<file path="src/rtl/seg_display_fmt.sv">
// Signed 16-bit value to 8-digit active-low seven-segment codes.
// Magnitude goes through a 16-step double-dabble, then one cycle formats the digits.
module seg_display_fmt (
  input  logic        clk,
  input  logic        rst,
  input  logic        start,
  input  logic [15:0] value,
  input  logic        err,
  output logic [7:0]  LED7,
  output logic [7:0]  LED6,
  output logic [7:0]  LED5,
  output logic [7:0]  LED4,
  output logic [7:0]  LED3,
  output logic [7:0]  LED2,
  output logic [7:0]  LED1,
  output logic [7:0]  LED0,
  output logic        busy,
  output logic        done
);

  localparam logic [1:0] IDLE = 2'd0;
  localparam logic [1:0] CONV = 2'd1;
  localparam logic [1:0] FMT  = 2'd2;

  localparam logic [7:0] SEG_BLANK = 8'hFF;
  localparam logic [7:0] SEG_MINUS = 8'hBF;

  logic [1:0]  state_reg;
  logic [15:0] shift_reg;
  logic [19:0] bcd_reg;
  logic [4:0]  cnt_reg;
  logic        neg_reg;
  logic        err_reg;
  logic        done_reg;
  logic [7:0]  led_reg  [8];
  logic [7:0]  led_next [8];
  logic [19:0] bcd_adj;
  logic [2:0]  msd;

  function automatic logic [7:0] seg_code(input logic [3:0] d);
    case (d)
      4'd0:    seg_code = 8'hC0;
      4'd1:    seg_code = 8'hF9;
      4'd2:    seg_code = 8'hA4;
      4'd3:    seg_code = 8'hB0;
      4'd4:    seg_code = 8'h99;
      4'd5:    seg_code = 8'h92;
      4'd6:    seg_code = 8'h82;
      4'd7:    seg_code = 8'hF8;
      4'd8:    seg_code = 8'h80;
      4'd9:    seg_code = 8'h90;
      default: seg_code = SEG_BLANK;
    endcase
  endfunction

  // Add-3 correction on every BCD digit before the shift.
  genvar gi;
  generate
    for (gi = 0; gi < 5; gi++) begin : g_adj
      assign bcd_adj[gi*4 +: 4] = (bcd_reg[gi*4 +: 4] >= 4'd5) ?
                                  bcd_reg[gi*4 +: 4] + 4'd3 : bcd_reg[gi*4 +: 4];
    end
  endgenerate

  // Index of the most significant nonzero digit; 0 when the magnitude is 0.
  always_comb begin
    msd = 3'd0;
    for (int i = 1; i < 5; i++) begin
      if (bcd_reg[i*4 +: 4] != 4'd0) msd = 3'(i);
    end
  end

  generate
    for (gi = 0; gi < 8; gi++) begin : g_led
      if (gi < 5) begin : g_num
        localparam logic [7:0] ERR_CODE = (gi == 2) ? 8'h86 : ((gi < 2) ? 8'hAF : 8'hFF);
        always_comb begin
          if (err_reg)
            led_next[gi] = ERR_CODE;
          else if (3'(gi) <= msd)
            led_next[gi] = seg_code(bcd_reg[gi*4 +: 4]);
          else if (neg_reg && (3'(gi) == msd + 3'd1))
            led_next[gi] = SEG_MINUS;
          else
            led_next[gi] = SEG_BLANK;
        end
      end else if (gi == 5) begin : g_sign
        assign led_next[gi] = (!err_reg && neg_reg && msd == 3'd4) ? SEG_MINUS : SEG_BLANK;
      end else begin : g_blank
        assign led_next[gi] = SEG_BLANK;
      end
    end
  endgenerate

  always_ff @(posedge clk or negedge rst) begin
    if (!rst) begin
      state_reg <= IDLE;
      shift_reg <= 16'd0;
      bcd_reg   <= 20'd0;
      cnt_reg   <= 5'd0;
      neg_reg   <= 1'b0;
      err_reg   <= 1'b0;
      done_reg  <= 1'b0;
      for (int i = 0; i < 8; i++) led_reg[i] <= SEG_BLANK;
    end else begin
      done_reg <= 1'b0;
      case (state_reg)
        IDLE: begin
          if (start) begin
            err_reg   <= err;
            neg_reg   <= value[15];
            shift_reg <= value[15] ? (~value + 16'd1) : value;
            bcd_reg   <= 20'd0;
            cnt_reg   <= 5'd0;
            state_reg <= CONV;
          end
        end
        CONV: begin
          bcd_reg   <= {bcd_adj[18:0], shift_reg[15]};
          shift_reg <= {shift_reg[14:0], 1'b0};
          cnt_reg   <= cnt_reg + 5'd1;
          if (cnt_reg == 5'd15) state_reg <= FMT;
        end
        FMT: begin
          for (int i = 0; i < 8; i++) led_reg[i] <= led_next[i];
          done_reg  <= 1'b1;
          state_reg <= IDLE;
        end
        default: state_reg <= IDLE;
      endcase
    end
  end

  assign LED0 = led_reg[0];
  assign LED1 = led_reg[1];
  assign LED2 = led_reg[2];
  assign LED3 = led_reg[3];
  assign LED4 = led_reg[4];
  assign LED5 = led_reg[5];
  assign LED6 = led_reg[6];
  assign LED7 = led_reg[7];
  assign busy = (state_reg != IDLE);
  assign done = done_reg;

endmodule

</file>
<file path="config.mk">
export PLATFORM = sky130hd
export DESIGN_NAME = seg_display_fmt
export DESIGN_NICKNAME = d
export VERILOG_FILES = /design/src/rtl/seg_display_fmt.sv
export SDC_FILE = /design/constraint.sdc
export NUM_CORES = 1
export LEC_CHECK = 0
export CAP_MARGIN = 0
export CORE_MARGIN = 2
export CORE_UTILIZATION = 45
export DETAILED_ROUTE_END_ITERATION = 10
export PLACE_DENSITY = 0.77
export REMOVE_ABC_BUFFERS = 1
export SLEW_MARGIN = 20
export SYNTH_ARGS = -nofsm -noshare
export SYNTH_HDL_FRONTEND = slang
export SYNTH_SLANG_ARGS = --single-unit
</file>
<file path="constraint.sdc">
create_clock -name clk -period 2.4 [get_ports clk]
set_clock_uncertainty 0.05 [all_clocks]
set_input_delay 0.48 -clock clk [delete_from_list [all_inputs] [get_ports clk]]
set_output_delay 0.48 -clock clk [all_outputs]
set_load 0.01 [all_outputs]
</file>
Word level (Yosys, flattened, before mapping)
Memory sizes are Yosys's and may differ from the RTL's.
Cells that the tools add are included.
Widths: inputs -> output; s select.
Storage, ports and cells
  output and inout bits: 66
  bits in read-only memories: 560
  bits of input ports: 20
  word-level logic and storage cells: 102
  memories: 5
  register bits: 94
Memories
  (no name shown): depth 16, width 7, read ports 1, clocked after Yosys merged registers in 0, write ports 0, line 41  | case (d)
  (no name shown): depth 16, width 7, read ports 1, clocked after Yosys merged registers in 0, write ports 0, line 41
  (no name shown): depth 16, width 7, read ports 1, clocked after Yosys merged registers in 0, write ports 0, line 41
  (no name shown): depth 16, width 7, read ports 1, clocked after Yosys merged registers in 0, write ports 0, line 41
  (no name shown): depth 16, width 7, read ports 1, clocked after Yosys merged registers in 0, write ports 0, line 41
Cells by class
  reduce and logical (&&, ||, !) cells: 19
  equal/unequal tests: 10
  add/subtract/negate cells: 8
  bitwise operators: 1
  order comparisons: 10
  multiplexer cells: 36
Operators by type and width (count)
  $mux 8: 10
  $mux 7: 6
  $pmux 20 s2: 1
  $mux 16: 2
  $pmux 16 s2: 1
  $ge 4x3->1 const B: 5
  $mux 20: 1
  $add 16x1->16 const B: 1
  $add 4x2->4 const B: 4
  $mux 4: 4
  $not 16->16: 1
  $reduce_bool 4->1: 4
  $pmux 5 s2: 1
  $mux 3: 3
  $logic_and 1x1->1: 7
  $eq 2x3->1 const A: 2
  $le 1x3->1 const A: 2
  $le 2x3->1 const A: 2
  $mux 2: 3
  $reduce_and 2->1: 3
  $add 5x1->5 const B: 1
  $eq 5x4->1 const B: 1
  $mux 5: 1
  $ne 2x2->1 const B: 2
  other kinds (14): 16

Longest topological paths before layout
  depth in word-level cells: 11
  mapped depth: 7
  mapped depth without buffers: 7

Worst setup path after synthesis
No wires, ideal clock.
  path type: flip-flop to flip-flop
  start point: register bcd_reg[8]
  end point: register led_reg, in the netlist LED1[6]
  stages on the path, launching flop included: 7
  clock period less this slack: 1.774 ns
  library setup time: 0.083 ns
  slack: 0.626 ns
  data arrival time: 1.640 ns
  data required time: 2.267 ns
  buffers on the path: 0
  cell sequence: dfrtp_1 inv_1 ha_1 nor3b_1 nand4_2 o21a_1 a221o_1
On the way
  word-level cells in the longest chain between the ends: 10
  elaborated cells on any way between the ends: 11
  classes of those cells: 1 x add/sub; 1 x order compare; 1 x eq/ne; 6 x mux; 2 x reduce/logical
Ends and longest elaborated chain
  start: declaration: line 30  | logic [19:0] bcd_reg;
  start signal: assignment: line 119  | bcd_reg <= {bcd_adj[18:0], shift_reg[15]};
  $reduce_bool 4->1 (*): line 69  | if (bcd_reg[i*4 +: 4] != 4'd0) msd = 3'(i);
  $mux 2 (*): line 69
  $mux 3 (*) (2 in a row): line 69
  $add 3x1->3: line 82  | else if (neg_reg && (3'(gi) == msd + 3'd1))
  $eq 1x3->1: line 82
  $logic_and 1x1->1: line 82
  $mux 7: line 82
  $mux 8 (*): line 80  | else if (3'(gi) <= msd)
  $mux 8 (*): line 78  | if (err_reg)
  end: declaration: line 35  | logic [7:0] led_reg [8];
Every way passes the cells marked *; elsewhere a longest branch is shown, timed or not.
A chain may end at the register's enable or synchronous reset.

Final worst setup path
  start point: register state_reg[1]
  end point: output port busy
On the way
  word-level cells in the longest chain between the ends: 1
Ends and longest elaborated chain
  start: declaration: line 28  | logic [1:0] state_reg;
  start signal: assignment: line 97  | state_reg <= IDLE;
  start signal: assignment: line 115  | state_reg <= CONV;
  start signal: assignment: line 122  | if (cnt_reg == 5'd15) state_reg <= FMT;
  $reduce_bool 2->1: line 142  | assign busy = (state_reg != IDLE);
  end: declaration: line 17  | output logic busy,
Every way passes these cells.

==> results.json <==
{
  "dpl.hpwl_mm": 7.600,
  "clock_latency_ns": 0.35,
  "clk_pin_slew_ns": 0.08,
  "core_um2": 10750,
  "hold_viol": 1,
  "power.total_mw": 7.679,
  "dieWidth_um": 108.5,
  "first_global_vias": 3894,
  "h-tree-depth": 3,
  "cts_tree": "built",
  "seq_area_frac_synth": 0.4264,
  "cap_violations": 0,
  "final_nets": 644,
  "cts_buffers": 9,
  "r2r_slack_ns": 0.32,
  "drtIter0Drc": 159,
  "start_util": 0.4577,
  "wl_met3_um": 604,
  "wl_met1_mm": 4.344,
  "grt-ovfl-total": 0,
  "final_util": 0.5362,
  "drv_slew": 0,
  "tightest_slew_ns": 0.6851,
  "avgSynthCellArea_um2": 9.108,
  "cts.sinks": 82,
  "largest_register_ffs": 20,
  "ioPinCount": 86,
  "ant_nets": 0,
  "ir_worst_vdd_v": 0.0004803,
  "grt_max_degree": 39,
  "synthDistinctLibCells": 56,
  "num_rows": 38,
  "num_antenna_cells": 0,
  "slowest_stage": "dfrtp_1",
  "relSlewSlack": 0.5433,
  "synthFlopType": "dfrtp_1",
  "crit_required_ns": 1.87,
  "tns_ns": 0,
  "synth_cells": 540,
  "postSynth.asyncResetShare": 1.000,
  "clockBufferDepth": 2,
  "critPathCaptureType": "primary output",
  "synth_area_um2": 4918,
  "grt_first_pass_wirelength_mm": 17.53,
  "final_cell_mix": "57 x nor2_1, 56 x clkdlybuf4s50_1, 49 x a21oi_1",
  "place_congestion": 0.8921,
  "dr_wl_met2_mm": 5.183,
  "syn_to_final_growth_pct": 17.15,
  "num_vias": 3922,
  "fin_crit_sh": 0.9048,
  "first_pass_iters": 4,
  "crit_chain": "or2_2 -> clkdlybuf4s50_1",
  "routedWlPerCell_um": 13.87,
  "port_buffers": 57,
  "p_leak_nw": 2.487,
  "vias_per_cell": 5.314,
  "power_density_nw_per_um2": 1333,
  "post_cts_resized": 0,
  "path_max_fanout": 11,
  "rsz0062_at_grt": "no",
  "die_area_um2": 11780,
  "synth-seq-cells": 82,
  "final_common_cell": "nor2_1",
  "die_y_um": 108.5,
  "drc": 0,
  "status": "complete, but fails checks",
  "synth_edf_count": 0,
  "hold_buffers": 0,
  "start_kind": "register",
  "crit_type": "register to primary output",
  "whs_ns": -0.005944,
  "post_cts_buffers": 0,
  "root_buffer": "clkbuf_8",
  "violations": "negative hold slack",
  "min_period_ns": 2.171,
  "yosys_warnings": 0,
  "max_clock_freq_mhz": 460.5,
  "routed_wl_mm": 10.24,
  "setup_viol": 0,
  "hp-class": "primary input to asynchronous set/reset pin",
  "layout-drive-gt1-share": 0.1288,
  "grt_usage": 0.1854,
  "cp.arrival_ns": 1.64,
  "critPathMaxStageDelay_ns": 0.48,
  "antenna_found_initial": 0,
  "highest_layer": "met4"
}
-- synthesized netlist by cell type, types with 8 or more instances --
master     n  area share
a21oi_1   49       0.050
a22o_1     9       0.016
a22oi_1    9       0.014
buf_4     28       0.043
clkbuf_1  19       0.015
dfrtp_1   46        0.23
dfstp_2   36        0.19
ha_1      31       0.079
inv_1     25       0.019
nand2_1   40       0.031
nand2b_1  11       0.014
nor2_1    57       0.044
o21ai_0   44       0.045
o22a_1    12       0.021
o22ai_1   17       0.022
xnor2_1    8       0.014
xor2_1    12       0.021
-- per-stage QoR --
step	setup WS [ns]	cell area, um^2	std cells
6_report	0.2285	5762	738
3_5_place_dp	0.1162	5565	722
4_1_cts	0.2081	5762	738
2_1_floorplan	0.4691	4700	512
5_1_grt	0.1720	5762	738
3_3_place_gp	0.1449	5565	722
-- worst max-delay path, delay by kind of cell, from the launching register on --
family | cells | cell delay [ns]
buffers and inverters | 1 | 0.48
and+or+nand+nor | 1 | 0.33
DFF | 1 | 0.48
-- report_power, final --
group / total (mW) / internal (mW) / switching, mW
logic: 3.80 / 1.86 / 1.93
clock network: 0.991 / 0.506 / 0.486
registers: 2.89 / 2.22 / 0.671
-- metal layers --
layer / GRT usage / up-vias
li1: - / 1941
met1: 0.2272 / 1872
met2: 0.3228 / 97
met3: 0.04039 / 12
met4: 0.06227 / 0
met5: 0 / -
-- final cells by class --
| class | count | area, um^2 |
|---|---|---|
| Clock buffer | 11 | 141.4 |
| Multi-Input combinational cell | 405 | 2509 |
| Sequential cell | 82 | 2097 |
| Clock inverter | 5 | 55.05 |
| Timing Repair Buffer | 70 | 690.7 |
| Tap cell | 140 | 175.2 |
| Inverter | 25 | 93.84 |
| Fill cell | 982 | 4984 |
-- worst paths after layout --
path	start	end	depth (start not counted)
max	state_reg[1]	busy	2
max in group asynchronous	rst	LED0[6]	2
min reg2reg	LED0[6]	LED0[6]	2
min in group clk	LED0[6]	LED0[6]	2
min	rst	done	1
max reg2reg	bcd_reg[12]	LED1[6]	6
-- cell families after synthesis --
logic type | count (synthesis) | share of synthesized area
buffers and inverters | 80 | 0.08420
xor gates and xnor gates | 20 | 0.03561
and+or+nand+nor | 144 | 0.1407
muxes | 6 | 0.01297
AOI/OAI and AO/OA | 176 | 0.2206
adders and majority gates | 31 | 0.07886
other | 1 | 0.0007624
DFF | 82 | 0.4264
No activity file was read; power rests on OpenSTA's default activity.
